[src/rtl/fifo_pkg.sv]
// +----------------------------------------------------------------------------+
// | fifo_pkg : constants and types shared by the FIFO controller, RAM and      |
// |            read-stream adapter.                                            |
// | Revision : 1.0 - initial release                                           |
// +----------------------------------------------------------------------------+
`default_nettype none

package fifo_pkg;

  localparam int DATA_WIDTH     = 8;
  localparam int ADDR_WIDTH     = 4;
  localparam int ADDR_AVAILABLE = 13;

  typedef logic [1:0] buf_cnt_t;
  localparam logic [2:0] BUF_DEPTH = 3'd2;

  // A new read may be issued only if every word it could produce has a free slot.
  function automatic logic can_issue(input buf_cnt_t cnt, input logic pend, input logic pop);
    logic [2:0] occ;
    occ = {1'b0, cnt} + {2'b00, pend} - {2'b00, pop};
    return (occ < BUF_DEPTH);
  endfunction

endpackage

`default_nettype wire

[src/rtl/fifo_rd_skid.sv]
// +----------------------------------------------------------------------------+
// | fifo_rd_skid : 2-entry shift buffer; slot0 is the head, arrivals land in   |
// |                the first free slot after any same-cycle pop.               |
// | Revision : 1.0 - initial release                                           |
// +----------------------------------------------------------------------------+
`default_nettype none

module fifo_rd_skid
  import fifo_pkg::*;
#(
  parameter int DATA_WIDTH = fifo_pkg::DATA_WIDTH
) (
  input  logic                  clk,
  input  logic                  reset,
  input  logic                  wr,
  input  logic [DATA_WIDTH-1:0] wr_data,
  input  logic                  rd,
  output logic [DATA_WIDTH-1:0] head,
  output logic                  valid,
  output buf_cnt_t              cnt
);

  logic [DATA_WIDTH-1:0] slot0_q, slot0_d;
  logic [DATA_WIDTH-1:0] slot1_q, slot1_d;
  buf_cnt_t              cnt_q, cnt_d;
  logic                  valid_q, valid_d;
  buf_cnt_t              w_tail;

  always_comb begin
    slot0_d = slot0_q;
    slot1_d = slot1_q;
    w_tail  = cnt_q - {1'b0, rd};
    if (rd) begin
      slot0_d = slot1_q;
    end
    // Tail is computed after the pop so an arrival fills the slot just freed.
    if (wr) begin
      if (w_tail == 2'd0) begin
        slot0_d = wr_data;
      end else begin
        slot1_d = wr_data;
      end
    end
    cnt_d   = cnt_q + {1'b0, wr} - {1'b0, rd};
    valid_d = (cnt_d != 2'd0);
  end

  always_ff @(posedge clk) begin
    if (reset) begin
      slot0_q <= '0;
      slot1_q <= '0;
      cnt_q   <= '0;
      valid_q <= 1'b0;
    end else begin
      slot0_q <= slot0_d;
      slot1_q <= slot1_d;
      cnt_q   <= cnt_d;
      valid_q <= valid_d;
    end
  end

  assign head  = slot0_q;
  assign valid = valid_q;
  assign cnt   = cnt_q;

endmodule

`default_nettype wire

[src/rtl/fifo_rd_stream.sv]
// +----------------------------------------------------------------------------+
// | fifo_rd_stream : FIFO read port (empty/r_en/r_data) to valid/ready stream. |
// | Optional accepted-word counter enabled by FIFO_RD_STREAM_STATS_EN.         |
// | Revision : 1.0 - initial release                                           |
// +----------------------------------------------------------------------------+
`default_nettype none

module fifo_rd_stream
  import fifo_pkg::*;
#(
  parameter int DATA_WIDTH = fifo_pkg::DATA_WIDTH
`ifdef FIFO_RD_STREAM_STATS_EN
  ,
  parameter int CNT_WIDTH  = 16
`endif
) (
  input  logic                  clk,
  input  logic                  reset,
  input  logic                  empty,
  output logic                  r_en,
  input  logic [DATA_WIDTH-1:0] r_data,
  output logic                  m_valid,
  input  logic                  m_ready,
  output logic [DATA_WIDTH-1:0] m_data
`ifdef FIFO_RD_STREAM_STATS_EN
  ,
  output logic [CNT_WIDTH-1:0]  xfer_count
`endif
);

  logic     pend_q, pend_d;
  logic     w_pop;
  logic     w_r_en;
  buf_cnt_t w_buf_cnt;

  assign w_pop = m_valid & m_ready;

  // m_ready reaches r_en combinationally so a pop frees a slot in the same cycle.
  always_comb begin
    w_r_en = ~reset & ~empty & can_issue(w_buf_cnt, pend_q, w_pop);
    pend_d = w_r_en;
  end

  always_ff @(posedge clk) begin
    if (reset) begin
      pend_q <= 1'b0;
    end else begin
      pend_q <= pend_d;
    end
  end

  assign r_en = w_r_en;

  fifo_rd_skid #(
    .DATA_WIDTH (DATA_WIDTH)
  ) u_skid (
    .clk     (clk),
    .reset   (reset),
    .wr      (pend_q),
    .wr_data (r_data),
    .rd      (w_pop),
    .head    (m_data),
    .valid   (m_valid),
    .cnt     (w_buf_cnt)
  );

`ifdef FIFO_RD_STREAM_STATS_EN
  logic [CNT_WIDTH-1:0] xfer_count_q, xfer_count_d;

  always_comb begin
    xfer_count_d = xfer_count_q + {{(CNT_WIDTH-1){1'b0}}, w_pop};
  end

  always_ff @(posedge clk) begin
    if (reset) begin
      xfer_count_q <= '0;
    end else begin
      xfer_count_q <= xfer_count_d;
    end
  end

  assign xfer_count = xfer_count_q;
`endif

endmodule

`default_nettype wire
[config.mk]
export PLATFORM = sky130hd
export DESIGN_NAME = fifo_rd_stream
export DESIGN_NICKNAME = d
export VERILOG_FILES = /design/src/rtl/fifo_pkg.sv /design/src/rtl/fifo_rd_skid.sv /design/src/rtl/fifo_rd_stream.sv
export SDC_FILE = /design/constraint.sdc
export NUM_CORES = 1
export LEC_CHECK = 0
export CELL_PAD_IN_SITES_DETAIL_PLACEMENT = 1
export CELL_PAD_IN_SITES_GLOBAL_PLACEMENT = 2
export CORE_UTILIZATION = 35
export CTS_BUF_LIST = sky130_fd_sc_hd__clkbuf_2
export CTS_CLUSTER_SIZE = 30
export DETAILED_ROUTE_END_ITERATION = 8
export HOLD_SLACK_MARGIN = 0.06
export PLACE_DENSITY_LB_ADDON = 0.1
export RECOVER_POWER = 25
export SLEW_MARGIN = 20
export SYNTH_ARGS = -nofsm -noshare
export SYNTH_HDL_FRONTEND = slang
export SYNTH_SLANG_ARGS = --single-unit
[constraint.sdc]
create_clock -name clk -period 4.3 [get_ports clk]
set_input_delay 0.645 -clock clk [delete_from_list [all_inputs] [get_ports clk]]
set_output_delay 0.645 -clock clk [all_outputs]
set_load 0.01 [all_outputs]
==> results.json <==
{
  "critPathCaptureType": "output pin",
  "setup_viol": 0,
  "die_y_um": 55.9,
  "grt_max_degree": 29,
  "rsz0062_at_grt": "false",
  "post_cts_buffers": 0,
  "final_cell_count_no_fill": 153,
  "fin_area_mm2": 0.00130,
  "routedWlPerCell_um": 14.2,
  "grt_overflow": 0,
  "whs_path_depth": 2,
  "dieArea_mm2": 0.00313,
  "clockBufferDepth": 2,
  "synth_warnings": 0,
  "drv_slew": 0,
  "worstReg2RegStart": "u_skid.valid",
  "rr_worst_depth": 7,
  "synthCells": 99,
  "htree_levels": 1,
  "cp.required_ns": 3.65,
  "post_drt_via_cell_ratio": 5.25,
  "max_freq_ghz": 0.257,
  "arrival_ns": 3.25,
  "fin_util_pct": 47.1,
  "core_mm2": 0.00276,
  "clk_pin_slew_worst_paths_ns": 0.20,
  "initial_core_util_pct": 36.9,
  "wirelength_um": 2180,
  "wl_met3_um": 54,
  "layout.nets": 137,
  "hold_buffers": 0,
  "drt.antenna.violating_nets": 0,
  "drv_cap": 0,
  "dp_cells": 149,
  "hold_class": "flip-flop to flip-flop",
  "numPortBuffers": 21,
  "via_count": 803,
  "clkSinkCount": 20,
  "finalSetupTns_ns": 0,
  "final_cell_mix": "20 x clkdlybuf4s50_1, 20 x dfxtp_1, 16 x nand2b_1, 16 x mux2i_1, 9 x a21boi_0",
  "hp-start": "u_skid.slot1_q[7]",
  "top_layer": "met4",
  "grt_pass1_vias": 804,
  "r2r_end": "u_skid.valid",
  "tightest_slew_ns": 0.496,
  "min_to": "u_skid.slot1_q[7]",
  "critPathKind": "input pin to output pin",
  "period_needed_ns": 3.90,
  "pin_count": 22,
  "cts_resized": 0,
  "routedLengthMet1_um": 1060,
  "avgSynthCellArea_um2": 10.3,
  "fin_ws_ns": 0.405,
  "leakage_nw": 0.572,
  "irDropWorstVdd_v": 0.000280,
  "cts_tree": "built",
  "place_hpwl_um": 1570,
  "cts_buffers": 3,
  "synth.distinct_cells": 23,
  "slew_headroom_pct": 66.8,
  "place_area_mm2": 0.00126,
  "grtUsageTotal_pct": 15.4,
  "p_per_area_mw_per_mm2": 494,
  "diodes": 0,
  "root_buffer": "clkbuf_2",
  "skew_ns": 0.00660,
  "whs_ns": 0.483,
  "netlist_area_mm2": 0.00102,
  "rrSetupSlack_ns": 2.21,
  "drive_gt1_share_pct": 13.1,
  "grt_pass1_wl_um": 3730,
  "dp_slack_ns": 0.460,
  "period_share_pct": 90.6,
  "antenna_found_initial": 0,
  "ys_seq_elements": 20,
  "drc": 0,
  "final_hold_viol_count": 0,
  "p_total_mw": 0.643,
  "drtIter0Drc": 10,
  "synth_nets": 113,
  "first_pass_iters": 3,
  "crit_path_max_fanout": 8,
  "dr_wl_met2_um": 1020,
  "area_growth_syn_to_layout_pct": 27.6,
  "die_w_um": 55.9,
  "status": "finished, final reports clean",
  "std_cell_rows": 19,
  "cp-start-kind": "input pin",
  "clk_latency_ns": 0.33,
  "gp_congestion": 0.726,
  "synth_seq_area_share_pct": 39.3
}
[Yosys cell counts, drive strengths merged]
master,instances,area share [%]
ha,1,1.2
and3,8,5.7
o31a,1,0.86
o31ai,1,0.74
mux2i,16,16
buf,1,1.1
nor4,2,1.2
and4,1,1.1
nor2b,2,1.2
nand2,1,0.37
a21bo,1,0.98
clkbuf,4,1.5
nand2b,16,9.8
o21bai,8,5.9
inv,2,0.74
or2,1,0.61
fa,1,2.0
nand4,1,1.2
xnor2,1,0.86
dfxtp,20,39
a21boi,9,6.6
and3b,1,1.2
[cells by family after synthesis]
logic type / after synthesis / synth area share (%)
compound gates: 20 / 15.1
fa+ha+maj: 2 / 3.19
buf+inv: 7 / 3.32
flops: 20 / 39.3
xor+xnor: 1 / 0.860
mux: 16 / 15.7
simple gates: 33 / 22.5
[sequential cells by signal (all words and copies together), names as in the netlist]
name,flops
pend_q,1
u_skid.cnt,2
u_skid.head,8
u_skid.slot1_q,8
u_skid.valid,1
[metal layers]
metal  up-vias  track usage, %
li1        399               -
met1       384            19.1
met2        15            25.8
met3         5            2.79
met4         0            7.32
met5         -               0
[how the worst max path moves through the flow]
stage / startpoint / depth (start not counted) / end
2_1_floorplan: m_ready / 6 / r_en
3_3_place_gp: m_ready / 8 / r_en
3_5_place_dp: m_ready / 8 / r_en
4_1_cts: m_ready / 8 / r_en
5_1_grt: m_ready / 8 / r_en
6_report: m_ready / 8 / r_en
[layout make-up]
class                           instances  area [um2]
Clock inverter                          1        30.0
Multi-Input combinational cell         72         576
Timing Repair Buffer                   24         233
Tap cell                               31        38.8
Clock buffer                            3        15.0
Inverter                                2        7.51
Sequential cell                        20         400
Fill cell                             302        1460
[critical path, stage by stage]
cell	delay (ns)
dlygate4sd3_1	0.66
and3b_4	0.25
inv_1	0.12
nand2_1	0.08
ha_1	0.19
fa_1	0.49
nor4_1	0.24
clkdlybuf4s50_1	0.58
[power by group]
part / total, mW / internal, mW / switching [mW] / leakage, nW
Sequential: 0.257 / 0.226 / 0.0310 / 0.163
Clock: 0.143 / 0.0802 / 0.0633 / 0.0266
Combinational: 0.243 / 0.133 / 0.110 / 0.383
No activity file was read; power rests on OpenSTA's default activity.
